$ cat config.mk
export PLATFORM = sky130hd
export DESIGN_NAME = mult_pipe
export DESIGN_NICKNAME = d
export VERILOG_FILES = /design/src/rtl/mult_pipe.sv
export SDC_FILE = /design/constraint.sdc
export NUM_CORES = 2
export LEC_CHECK = 0
export CORE_MARGIN = 5
export CORE_UTILIZATION = 59
export DETAILED_ROUTE_END_ITERATION = 8
export PLACE_DENSITY_LB_ADDON = 0.2
export SYNTH_ARGS = -nofsm -noshare
export SYNTH_HDL_FRONTEND = slang
export SYNTH_SLANG_ARGS = --single-unit
$ cat constraint.sdc
create_clock -name clk -period 1.5 [get_ports clk]
set_input_delay 0.3 -clock clk [delete_from_list [all_inputs] [get_ports clk]]
set_output_delay 0.3 -clock clk [all_outputs]
set_load 0.02 [all_outputs]
$ cat src/rtl/mult_pipe.sv
// mult_pipe: fully pipelined RV M-extension multiplier (MUL/MULH/MULHSU/MULHU) with tag,
// back-pressure and flush. Optional last-result reuse cache: define MULT_RESULT_REUSE_EN.
module mult_pipe #(
    parameter int WIDTH  = 32,
    parameter int STAGES = 3,
    parameter int TAG_W  = 5
) (
    input  logic               clk,
    input  logic               rst,
    input  logic               in_valid,
    output logic               in_ready,
    input  logic [2:0]         mult_op,
    input  logic [WIDTH-1:0]   A,
    input  logic [WIDTH-1:0]   B,
    input  logic [TAG_W-1:0]   in_tag,
    input  logic               flush,
    output logic               out_valid,
    input  logic               out_ready,
    output logic [2*WIDTH-1:0] C,
    output logic [WIDTH-1:0]   rd_data,
    output logic [TAG_W-1:0]   out_tag,
    output logic               mult_stall
);
    localparam int PW   = 2 * WIDTH;
    localparam int LAST = STAGES - 1;

    // Signedness class of a product; MUL shares the unsigned class (low half is class-independent).
    typedef enum logic [1:0] {CLS_UU = 2'd0, CLS_SS = 2'd1, CLS_SU = 2'd2} cls_t;

    cls_t            cls_d;
    logic            hi_d, a_sgn, b_sgn;
    logic [PW-1:0]   a_wide, b_wide, prod_d;
    logic            adv, fire, hit, rdy_en_q;
    logic [PW-1:0]   hit_prod;
    cls_t            hit_cls;

    logic            valid_q [STAGES];
    logic            hi_q    [STAGES];
    cls_t            cls_q   [STAGES];
    logic [TAG_W-1:0] tag_q  [STAGES];
    logic [PW-1:0]   prod_q  [STAGES];

    always_comb begin
        cls_d = CLS_UU;
        hi_d  = 1'b0;
        a_sgn = 1'b0;
        b_sgn = 1'b0;
        case (mult_op)
            3'b001:  begin cls_d = CLS_SS; hi_d = 1'b1; a_sgn = 1'b1; b_sgn = 1'b1; end
            3'b010:  begin cls_d = CLS_SU; hi_d = 1'b1; a_sgn = 1'b1; end
            3'b011:  begin cls_d = CLS_UU; hi_d = 1'b1; end
            default: begin cls_d = CLS_UU; hi_d = 1'b0; end
        endcase
    end

    // Extending to PW bits and keeping the low PW bits of the product equals the
    // WIDTH+1-bit signed product truncated to 2*WIDTH bits.
    assign a_wide = {{WIDTH{a_sgn & A[WIDTH-1]}}, A};
    assign b_wide = {{WIDTH{b_sgn & B[WIDTH-1]}}, B};
    assign prod_d = a_wide * b_wide;

    // Handshake: an input is taken on a rising edge where in_valid && in_ready; a result
    // leaves on a rising edge where out_valid && out_ready. While out_valid && !out_ready
    // the whole pipe, bubbles included, holds and the outputs stay stable.
    assign adv        = !out_valid || out_ready;
    assign in_ready   = rdy_en_q && adv && !flush;
    assign fire       = in_valid && in_ready;
    assign mult_stall = in_valid && !in_ready;

    assign out_valid = valid_q[LAST];
    assign C         = prod_q[LAST];
    assign out_tag   = tag_q[LAST];
    assign rd_data   = hi_q[LAST] ? prod_q[LAST][PW-1:WIDTH] : prod_q[LAST][WIDTH-1:0];

    always_ff @(posedge clk or negedge rst) begin
        if (!rst) begin
            rdy_en_q <= 1'b0;
            for (int i = 0; i < STAGES; i++) begin
                valid_q[i] <= 1'b0;
                hi_q[i]    <= 1'b0;
                cls_q[i]   <= CLS_UU;
                tag_q[i]   <= '0;
                prod_q[i]  <= '0;
            end
        end else begin
            rdy_en_q <= 1'b1;
            if (adv) begin
                valid_q[0] <= fire && !hit;
                hi_q[0]    <= hi_d;
                cls_q[0]   <= cls_d;
                tag_q[0]   <= in_tag;
                prod_q[0]  <= prod_d;
                for (int i = 1; i < STAGES; i++) begin
                    valid_q[i] <= valid_q[i-1];
                    hi_q[i]    <= hi_q[i-1];
                    cls_q[i]   <= cls_q[i-1];
                    tag_q[i]   <= tag_q[i-1];
                    prod_q[i]  <= prod_q[i-1];
                end
                if (hit) begin
                    valid_q[LAST] <= 1'b1;
                    hi_q[LAST]    <= hi_d;
                    cls_q[LAST]   <= hit_cls;
                    tag_q[LAST]   <= in_tag;
                    prod_q[LAST]  <= hit_prod;
                end
            end
            if (flush) begin
                for (int i = 0; i < STAGES; i++) valid_q[i] <= 1'b0;
            end
        end
    end

`ifdef MULT_RESULT_REUSE_EN
    logic [WIDTH-1:0] a_q [STAGES];
    logic [WIDTH-1:0] b_q [STAGES];
    logic             cache_vld_q, pipe_empty;
    logic [WIDTH-1:0] cache_a_q, cache_b_q;
    cls_t             cache_cls_q;
    logic [PW-1:0]    cache_c_q;

    always_comb begin
        pipe_empty = 1'b1;
        for (int i = 0; i < STAGES; i++) if (valid_q[i]) pipe_empty = 1'b0;
    end

    // The cached class records how the stored C was computed, so a MUL hit that reuses a
    // MULH product keeps the MULH class for later lookups.
    assign hit = fire && cache_vld_q && pipe_empty && (A == cache_a_q) && (B == cache_b_q)
                 && (!hi_d || (cls_d == cache_cls_q));
    assign hit_prod = cache_c_q;
    assign hit_cls  = cache_cls_q;

    always_ff @(posedge clk or negedge rst) begin
        if (!rst) begin
            cache_vld_q <= 1'b0;
            cache_a_q   <= '0;
            cache_b_q   <= '0;
            cache_cls_q <= CLS_UU;
            cache_c_q   <= '0;
            for (int i = 0; i < STAGES; i++) begin
                a_q[i] <= '0;
                b_q[i] <= '0;
            end
        end else begin
            if (adv) begin
                a_q[0] <= A;
                b_q[0] <= B;
                for (int i = 1; i < STAGES; i++) begin
                    a_q[i] <= a_q[i-1];
                    b_q[i] <= b_q[i-1];
                end
                if (hit) begin
                    a_q[LAST] <= A;
                    b_q[LAST] <= B;
                end
            end
            if (out_valid && out_ready) begin
                cache_vld_q <= 1'b1;
                cache_a_q   <= a_q[LAST];
                cache_b_q   <= b_q[LAST];
                cache_cls_q <= cls_q[LAST];
                cache_c_q   <= prod_q[LAST];
            end
        end
    end
`else
    assign hit      = 1'b0;
    assign hit_prod = '0;
    assign hit_cls  = CLS_UU;
`endif

endmodule

==> impl_results.md <==
- Largest net degree at the start of global routing: 51
- CP Launch Type: primary input
- Pre-antenna DRT Iters: 6
- Yosys top cell by area: fa_1
- Synth top area cells: fa_1 (48%), dfrtp_1 (11%), nand2_1 (10%)
- Syn Inst Count: between 5000 and 6000
- Crit share post-route: 494.7%
- R2R setup slack: about 0.040 ns
- Area of the multi-input gates: around 39000 µm²
- Critical path class: primary input to register
- Die Wd: around 290 µm
- Main flop type after synthesis: dfrtp_1
- Post-synthesis mux area share: 0.8085%
- Adder-Cell Fraction of Synth Area: a little over half
- Area grow syn2layout: 34.02%
- CTS max path bufs: 3
- Post-layout min period: 7.421 ns
- Initial Util: about 60%
- Number of nets with antenna violations after routing: 0
- Placed cell count: a little under 7000
- WHS: about 0.26 ns
- CP Max Fanout: 4
- DR top layer: met5
- FFs w/ async S/R, synth: 100.0%
- Flops & latches, synth: 214
- EDFF count, synth: 0
- Placed cell area: around 55000 µm²
- First-pass GRT wire length: roughly 240 mm
- RSZ-0062 raised after global routing: true
- Final setup viols: 102
- Seq/Total Area, Yosys: a little under an eighth
- Worst Path Arrival: between 7 and 8 ns
- Grt ovf: 0
- Final WL: 167.3 mm
- Min-Delay Endpoint: hi_q[2]$_DFFE_PN0N_
- Peak Freq: ~130 MHz
- Die span in y: about 290 µm
- Metal1 wirelength: between 50 and 60 mm
- Port bufs: between 150 and 200
- Final-stage net count: ~7500
- Largest family of logic cells by synthesized area: adder cells
- # fillers: around 4400
- Hold path startpoint: mult_op[2]
- H-tree depth: 1
- Post-DP HPWL: around 110 mm
- Syn nets: about 6600
- Setup_tns: -321.34 ns
- Failing checks: setup timing
- Share of the synthesized area in the top cell type: 47.87%
- Post-synthesis simple-gate area fraction: 16.48%
- Mapped Area: 47050 µm²
- Met2 WL: 78.24 mm
- Xor/xnor share of the synthesized area: about 1.2%
- Via density: approximately 5.8
- I/O pin count: around 180
- DR iter-0 viols: 3720
- Clock-pin slew on the worst setup and hold paths: roughly 0.06 ns
- Max stage delay on crit path: approximately 0.57 ns
- Status: finished, violations left
- Max cap viols: 0
- Cell depth of the worst flop-to-flop path: 5
- Num CTS Buffers: 23
- CTS tree: built
- Critical Path RT: 1.93 ns
- Layout cells sized above 1: 29.07%
- Fin. Hold Viols: 0
- Core Area: 79000 µm²
- R2r endpoint: prod_q[180]$_DFFE_PN0N_
- Syn Area/Cell: roughly 9.0 µm²
- DRC Markers: 0
- Total number of vias: around 41000
- Slew headroom: between 40% and 50%
- Die area: approximately 85000 µm²
- Pin slew with the least headroom to its limit: approximately 0.77 ns
- Post-route design area: around 63000 µm²
- Critical Path Slowest Stage Cell: fa_2
- GPL Wtd Cong: about 0.96
- Slew Limit Fails: 0
- Synth unique cells: between 70 and 80
- Worst path bufs/invs: 6
- Critical Path Sink Type: register
- Non-filler instance count after layout: slightly above 7000
- Setup WS post-layout: -5.921 ns
- Complex-gate fraction of the synthesized area: under 10%
- Routed length on met3: between 15 and 20 mm
- Number of global-route vias before repair: ~44000
- GR Util All Layers: between 30% and 40%
- Reg2reg start: out_valid$_DFFE_PN0P_
- Most Frequent Cell on Critical Path: fa_1
- Wirelength per Cell: between 20 and 25 µm
- Seq. cell area: around 5400 µm²
- Clock Skews: approximately 0.018 ns
- Yosys Warn Count: 0
- CP delay by family, top: adder cells
- Clock latency on the worst-skew pair: roughly 0.51 ns
- Hold Crit Class: primary input to register
- Rows: approximately 100
- CTS Root Cell: clkbuf_16
- Initial antenna violation count: 11
- Worst Hold Depth: 3
- Clk sink count: ~210
## worst register-to-register path: stages, from the launching register on
cell and delay (ns):
dfrtp_2 0.41, nor2b_4 0.14, buf_12 0.17, or3_1 0.37
mux2i_1 0.19, nor2_1 0.06
## Yosys cell counts, types with 6 or more instances
cell type  number
nand2b_1        6
fa_1         1125
nand2_1      1258
inv_1        1171
mux2_2         32
nor3_1         11
xor2_1         20
a21oi_1        89
xnor2_1        47
nor2_1         97
o21a_1          6
and2_1        315
buf_4          69
o21bai_1       12
o21ai_0        44
o21ai_1         6
o211ai_1        8
a211oi_1       10
and3_1          8
a21o_1         38
dfrtp_1       214
or2_2           7
a31oi_1         7
nand3_1        21
nand4_1        20
ha_1          212
clkbuf_1      279
## registers in the layout (all words and copies together) (netlist names)
| signal | cells |
|---|---|
| prod_q | 128 |
| C | 64 |
| tag_q | 10 |
| out_tag | 5 |
| hi_q | 3 |
| valid_q | 2 |
| out_valid | 1 |
| rdy_en_q | 1 |
## stage by stage
step	util (%)	setup WS (ns)
6_report	79.81	-5.921
5_1_grt	79.80	-6.086
4_1_cts	76.81	-5.796
3_5_place_dp	70.24	-6.886
3_3_place_gp	70.24	-6.700
2_1_floorplan	-	-6.141
## cell usage in the layout, fill, tap and decap left out, types with 81 or more instances in the layout
master	instances
buf_6	258
ha_4	86
buf_4	632
inv_2	81
nand2_1	1191
inv_1	1086
fa_1	1048
buf_12	125
and2_1	273
dfrtp_1	212
ha_1	123
## layout make-up
cell class | count | area share, %
repair inverters | 1 | 0.005953
clock buffers | 26 | 0.9624
multi-input cells | 3485 | 61.48
clock inverters | 16 | 0.3115
inverters | 1171 | 7.001
repair buffers | 1152 | 19.64
diodes | 5 | 0.01984
well taps | 1050 | 2.084
flip-flops and latches | 214 | 8.497
## routing by layer
metal  vias to the layer above  global-route usage [%]
li1                      16660                       -
met5                         -                       0
met4                        12                   18.64
met2                      2727                   58.81
met1                     20570                   43.68
met3                      1024                   11.35
## timing repair
action                                 CTS  global route
resized for setup                      739           869
buffers inserted                       221            97
endpoints found under the hold margin   39             0
hold buffers                             1             0
setup endpoints to repair              250           249
pin swaps                              340           274
cloned                                  34             8
## cells by family (layout without fill, tap and decap cells)
logic type | Yosys count | after routing
adders and majority gates | 1337 | 1337
and+or+nand+nor | 1779 | 1779
other | 1 | 6
buffers and inverters | 1527 | 2366
AOI/OAI and AO/OA | 267 | 267
xor gates and xnor gates | 67 | 67
muxes | 34 | 34
DFF | 214 | 214
## how the worst max path moves through the flow
stage | cells past startpoint | to | startpoint | slack [ns]
3_5_place_dp | 29 | prod_q[191]$_DFFE_PN0N_ | mult_op[1] | -6.89
6_report | 27 | prod_q[191]$_DFFE_PN0N_ | mult_op[0] | -5.92
3_3_place_gp | 29 | prod_q[191]$_DFFE_PN0N_ | mult_op[1] | -6.70
2_1_floorplan | 27 | prod_q[191]$_DFFE_PN0N_ | mult_op[1] | -6.14
5_1_grt | 32 | prod_q[177]$_DFFE_PN0N_ | mult_op[1] | -6.09
4_1_cts | 29 | prod_q[191]$_DFFE_PN0N_ | mult_op[0] | -5.80
Power is left out: the tool's default activity adds up to more than one toggle a clock period on the data nets, which glitch-free logic cannot reach.
